`config.mk`:
```
export PLATFORM = sky130hd
export DESIGN_NAME = operation16
export DESIGN_NICKNAME = d
export VERILOG_FILES = /design/src/rtl/operation16.sv
export SDC_FILE = /design/constraint.sdc
export NUM_CORES = 1
export LEC_CHECK = 0
export CAP_MARGIN = 20
export CORE_ASPECT_RATIO = 0.5
export CORE_MARGIN = 4
export CORE_UTILIZATION = 39
export CTS_BUF_LIST = sky130_fd_sc_hd__clkbuf_16
export CTS_CLUSTER_SIZE = 40
export DETAILED_ROUTE_END_ITERATION = 7
export PLACE_DENSITY = 0.79
export SLEW_MARGIN = 20
export SYNTH_ARGS = -nofsm -noshare
export SYNTH_HDL_FRONTEND = slang
export SYNTH_SLANG_ARGS = --single-unit
```
`constraint.sdc`:
```
create_clock -name clk -period 0.9 [get_ports clk]
set_input_delay 0.18 -clock clk [delete_from_list [all_inputs] [get_ports clk]]
set_output_delay 0.18 -clock clk [all_outputs]
set_load 0.02 [all_outputs]
```
`src/rtl/operation16.sv`:
```
// -----------------------------------------------------------------------------
// operation16 -- registered 16-bit ripple-carry adder with load strobe.
//
// Computes {r1, s} = e1 + e2 + r0 through a chain of one-bit full adders and
// captures the result on a rising clock edge where en is high. When en is low
// the sum and carry keep their last value and valid drops for that cycle.
//
// Ports:
//   clk    in   1      rising-edge clock
//   rst_n  in   1      asynchronous active-low reset (clears s, r1, valid)
//   en     in   1      load strobe, capture operands/carry-in on this edge
//   e1     in   WIDTH  first unsigned operand
//   e2     in   WIDTH  second unsigned operand
//   r0     in   1      carry-in
//   s      out  WIDTH  registered sum, low WIDTH bits
//   r1     out  1      registered carry-out (bit WIDTH of the sum)
//   valid  out  1      high for the cycle after an en-qualified capture
// -----------------------------------------------------------------------------
module operation16 #(
  parameter int WIDTH = 16
) (
  input  logic             clk,
  input  logic             rst_n,
  input  logic             en,
  input  logic [WIDTH-1:0] e1,
  input  logic [WIDTH-1:0] e2,
  input  logic             r0,
  output logic [WIDTH-1:0] s,
  output logic             r1,
  output logic             valid
);

  // One-bit full adder; returns {cout, sum}.
  function automatic logic [1:0] full_add(input logic a, input logic b, input logic cin);
    logic p;
    p = a ^ b;
    return {(a & b) | (cin & p), p ^ cin};
  endfunction

  logic [WIDTH:0]   carry_s;
  logic [WIDTH-1:0] sum_s;

  logic [WIDTH-1:0] s_q, s_d;
  logic             r1_q, r1_d;
  logic             valid_q, valid_d;

  assign carry_s[0] = r0;

  // Ripple chain: each stage takes the carry-out of the stage below it.
  for (genvar i = 0; i < WIDTH; i++) begin : g_stage
    assign {carry_s[i+1], sum_s[i]} = full_add(e1[i], e2[i], carry_s[i]);
  end

  // Next-state selection: capture on en, otherwise hold result and drop valid.
  always_comb begin
    s_d     = s_q;
    r1_d    = r1_q;
    valid_d = 1'b0;
    if (en) begin
      s_d     = sum_s;
      r1_d    = carry_s[WIDTH];
      valid_d = 1'b1;
    end else begin
      s_d     = s_q;
      r1_d    = r1_q;
      valid_d = 1'b0;
    end
  end

  // Output registers with asynchronous clear.
  always_ff @(posedge clk or negedge rst_n) begin
    if (!rst_n) begin
      s_q     <= {WIDTH{1'b0}};
      r1_q    <= 1'b0;
      valid_q <= 1'b0;
    end else begin
      s_q     <= s_d;
      r1_q    <= r1_d;
      valid_q <= valid_d;
    end
  end

  assign s     = s_q;
  assign r1    = r1_q;
  assign valid = valid_q;

endmodule

```
## Word-level counts from Yosys, hierarchy flattened

Index checks and enable logic that the tools add are counted.

- Register bits: 18
- Output and inout bits: 18

- Bitwise operators: 80
- Muxes and demuxes: 1

Operators by type and width:

| cell | count |
|---|---|
| AND 1 bit | 32 |
| XOR 1 bit | 32 |
| bitwise OR 1 bit | 16 |
| 2-to-1 mux 1 bit | 1 |

## Longest topological paths before layout

- Depth in word-level cells: 33
- Gate-level depth with buffers: 20
- Gate-level depth less buffers: 20

## Worst setup path before layout

Ideal clock, no wire load.

- Path kind: input -> register
- Start: input port e1[0]
- End: register s_q[15] (netlist: s[15])
- Stages: 20
- Buffers on the path: 0
- Setup slack: -5.477 ns
- Arrival time: 6.298 ns
- Required time: 0.821 ns
- Setup time: 0.079 ns
- Cell sequence: inv_1 > fa_1 > inv_1 > fa_1 > fa_1 > fa_1 > fa_1 > fa_1 > fa_1 > fa_1 > fa_1 > fa_1 > fa_1 > fa_1 > fa_1 > fa_1 > fa_1 > inv_1 > fa_1 > mux2i_1

- Cells in the longest elaborated chain, start to end: 32
- Elaborated cells between the ends (all ways): 33
- Those cells by class: 33 x bitwise

Ends and longest elaborated chain:

| item | RTL line | RTL |
|---|---|---|
| start: declaration | 25 | `input logic [WIDTH-1:0] e1,` |
| XOR 1 bit | 36 | `p = a ^ b;` |
| AND 1 bit | 37 | `return {(a & b) \| (cin & p), p ^ cin};` |
| bitwise OR 1 bit (*) | 37 |  |
| AND 1 bit (*) | 37 |  |
| bitwise OR 1 bit (*) | 37 |  |
| AND 1 bit (*) | 37 |  |
| bitwise OR 1 bit (*) | 37 |  |
| AND 1 bit (*) | 37 |  |
| [16 not listed] | - |  |
| bitwise OR 1 bit (*) | 37 |  |
| AND 1 bit (*) | 37 |  |
| bitwise OR 1 bit (*) | 37 |  |
| AND 1 bit (*) | 37 |  |
| bitwise OR 1 bit (*) | 37 |  |
| AND 1 bit (*) | 37 |  |
| bitwise OR 1 bit (*) | 37 |  |
| XOR 1 bit (*) | 37 |  |
| end signal: assignment | 73 | `s_q <= {WIDTH{1'b0}};` |
| end: declaration | 43 | `logic [WIDTH-1:0] s_q, s_d;` |

Every way passes the cells marked *; elsewhere a longest branch is shown, timed or not.
A chain may end at the register's enable or synchronous reset.

## Worst setup path in the final report

Same ends and word-level chain as after synthesis.

==> impl_table.tex <==
\begin{tabular}{lr}
\hline
Metric & Value \\
\hline
\multicolumn{2}{l}{\textbf{Synthesis}} \\
Net Count, Synth & 115 \\
Summed instance area of the synthesized netlist & about 0.0011 mm\^{}2 \\
Ys Warns & 0 \\
Synthesized instance count & 63 \\
Average footprint of a synthesized cell & 16.72 um\^{}2 \\
Flip-flop and latch count after synthesis & 18 \\
Count of different cell masters after synthesis & 8 \\
Sequential area share after synthesis & about 43\% \\
\multicolumn{2}{l}{\textbf{Clock network}} \\
Number of buffers on the longest clock path & 2 \\
Number of buffers created by CTS & 3 \\
TritonCTS sink count & 18 \\
CTS tree & done \\
Clock latency on the worst-skew pair & 0.25 ns \\
CTS root buf & sky130\_fd\_sc\_hd\_\_clkbuf\_16 \\
H-tree depth & 1 \\
Clock transition at path regs & around 0.05 ns \\
\multicolumn{2}{l}{\textbf{GRT}} \\
Met2 track demand over resource in global routing & a little under a third \\
Gr ovfl total & 0 \\
Maximum number of pins on one net before global-route repair & 19 \\
Grt met1 use & approximately 17\% \\
Total track usage & 15.59\% \\
Met3 routing resource usage after global routing & 3.785\% \\
Via count of the first global-routing pass & 826 \\
First-pass GRT wire length & 4029 um \\
Initial antenna violation count & 0 \\
GR peak layer & met2 \\
\multicolumn{2}{l}{\textbf{Critical path}} \\
Register-to-Register Setup Slack & -0.02 ns \\
R2R cell count & 2 \\
Critical R2R Capture & s[2] \\
Endpoint arrival time on the critical path & 5.97 ns \\
Buffer and inverter count on the worst path & 4 \\
CP max FO & 1 \\
Cell family with most CP delay & adder cells \\
Largest stage delay on the critical path & between 0.3 and 0.4 ns \\
Startpoint-to-endpoint class of the critical path & primary input to flip-flop \\
Startpoint type of the worst setup path & primary input \\
Slowest cell on crit path & sky130\_fd\_sc\_hd\_\_fa\_1 \\
Cell chain of the critical path & buf\_8, inv\_12, fa\_2, inv\_2, fa\_2, fa\_2, fa\_2, fa\_2, fa\_2, fa\_2, fa\_2, fa\_2, fa\_2, fa\_2, fa\_2, fa\_2, fa\_2, fa\_2, inv\_2, fa\_1, mux2i\_1 \\
Setup crit end kind & flip-flop \\
WP data required & approximately 1.1 ns \\
Reg-to-reg critical path startpoint & s[2] \\
Most frequent cell on the critical path & sky130\_fd\_sc\_hd\_\_fa\_2 \\
\multicolumn{2}{l}{\textbf{Power and ir drop}} \\
Total power divided by cell area & roughly 1900 mW/mm\^{}2 \\
Power consumption & between 3000 and 4000 uW \\
VDD IR-drop max & a little over 0.9 mV \\
Static leakage power & about 0.00088 uW \\
\multicolumn{2}{l}{\textbf{Route}} \\
Final WL & approximately 2800 um \\
Post-detailed-route wirelength per cell & between 15 and 20 um \\
Initial DRC Count & 9 \\
Remaining DRCs & 0 \\
Vias after detailed routing & about 760 \\
Drt pass-1 iters & 4 \\
Via density per instance & between 4 and 5 \\
Antenna violation net count after detailed routing & 0 \\
\multicolumn{2}{l}{\textbf{Min path}} \\
Classification of the worst-slack hold path & primary input to async pin \\
\multicolumn{2}{l}{\textbf{Place}} \\
Placed instance area & $\sim$0.0017 mm\^{}2 \\
Setup slack at placement & -5.700 ns \\
Final Wtd Congestion & roughly 0.69 \\
Number of buffers added on ports & 53 \\
Final HPWL from detailed placement & approximately 1900 um \\
\multicolumn{2}{l}{\textbf{Finish}} \\
Antenna diode count & 0 \\
Synth-to-layout area growth & 82.78\% \\
Sequential cell area in the final layout & about 450 um\^{}2 \\
Post-route design area & a little under 0.002 mm\^{}2 \\
Number of nets at the end of the flow & around 190 \\
Total of fill cells in the finished design & around 140 \\
Leading cell type in the layout, fill and taps excluded & sky130\_fd\_sc\_hd\_\_clkdlybuf4s50\_1 \\
Area of combinational cells with multiple inputs & roughly 600 um\^{}2 \\
Most used cells in the layout excluding fill and tap cells & sky130\_fd\_sc\_hd\_\_clkdlybuf4s50\_1 (30), sky130\_fd\_sc\_hd\_\_buf\_6 (20), sky130\_fd\_sc\_hd\_\_dfrtp\_1 (18) \\
Share of cells above drive strength 1 & between 50\% and 60\% \\
\multicolumn{2}{l}{\textbf{STA}} \\
Max-slew violation count & 0 \\
Unrepaired setup endpoints after global routing & true \\
Clock skew & 0 ns \\
Final worst path period need & around 5.8 ns \\
Period utilisation layout & 643.9\% \\
Sum Neg Setup Slack & -44.80 ns \\
Post-layout worst setup margin & -4.895 ns \\
Hold Violations, Final & 0 \\
Worst-case headroom to the max-slew limit & roughly nine tenths \\
Final number of setup-violating endpoints & 34 \\
Maximum operating frequency & around 0.17 GHz \\
Worst-case hold slack & 0.2690 ns \\
Least-Margin Pin Slew & $\sim$0.12 ns \\
\multicolumn{2}{l}{\textbf{Floorplan}} \\
Core region area & around 0.0024 mm\^{}2 \\
Effective utilization at floorplan & roughly 44\% \\
Floorplan die width & approximately 82 um \\
Cell row count & 12 \\
Height of the die & 44.75 um \\
IO Pins & 54 \\
DIE AREA & $\sim$0.0036 mm\^{}2 \\
\multicolumn{2}{l}{\textbf{Status}} \\
Failing checks & negative setup slack \\
Outcome & complete, but fails checks \\
\multicolumn{2}{l}{\textbf{Flow run}} \\
Max-Cap Viols & 0 \\
\hline
\end{tabular}
report_power, final:
group,switching [uW],internal [uW]
clock network,316,585
registers,146,997
logic,620,993
total,1080,2580
worst max-delay path by stage:
stage,startpoint,to,cells past startpoint,slack (ns)
global route,e1[0],s[15],21,-5.05
detailed placement,e1[0],s[15],21,-5.70
finish,e1[0],s[15],21,-4.89
floorplan,e1[0],s[15],20,-4.93
CTS,e1[0],s[15],21,-4.91
global placement,e1[0],s[15],21,-5.62
flip-flops by register name, indices dropped and copies added, names as in the netlist:
| signal | cells |
|---|---|
| r1 | 1 |
| valid | 1 |
| s | 16 |
timing repair:
action | 4_1_cts | 5_1_grt
setup endpoints to repair | 35 | 35
resized for setup | 129 | 3
hold buffers | 0 | 0
pin swaps | 1 | 0
setup buffers | 6 | 3
cells by family (layout without fill, tap and decap cells):
logic type	after synthesis	count (layout)	synth area share, %
flip-flops	18	18	42.76
multiplexers	17	17	20.31
adder cells (fa/ha/maj)	16	16	30.40
buffers and inverters	12	84	6.532
synthesized netlist by cell type:
| cell | instances | area, um^2 |
|---|---|---|
| sky130_fd_sc_hd__dfrtp_1 | 18 | 450.4 |
| sky130_fd_sc_hd__fa_1 | 16 | 320.3 |
| sky130_fd_sc_hd__inv_1 | 10 | 37.54 |
| sky130_fd_sc_hd__mux2_2 | 7 | 78.83 |
| sky130_fd_sc_hd__mux2_4 | 7 | 105.1 |
| sky130_fd_sc_hd__mux2i_1 | 3 | 30.03 |
| sky130_fd_sc_hd__buf_12 | 1 | 20.02 |
| sky130_fd_sc_hd__buf_6 | 1 | 11.26 |
area by class of cell:
class | count | area share (%)
Multi-Input combinational cell | 33 | 31.06
Sequential cell | 18 | 23.39
Timing Repair Buffer | 71 | 36.52
Inverter | 10 | 2.859
Clock buffer | 3 | 3.899
Tap cell | 35 | 2.274
metrics by stage:
step	cells	util, %
after detailed placement	158	73.01
after global placement	158	73.01
after CTS	167	79.25
after global routing	170	80.66
final	170	80.66
after floorplan	63	-
per-layer routing:
layer / vias up / routed length, um
met2: 18 / 1637
met1: 398 / 1037
met3: 2 / 91
met4: 0 / 11
met5: - / 0
li1: 343 / -
worst register-to-register path, stage by stage (launching register included):
cell                      delay (ns)
sky130_fd_sc_hd__dfrtp_1        0.39
sky130_fd_sc_hd__buf_4          0.14
sky130_fd_sc_hd__mux2_4         0.27
No activity file was read; power rests on OpenSTA's default activity.
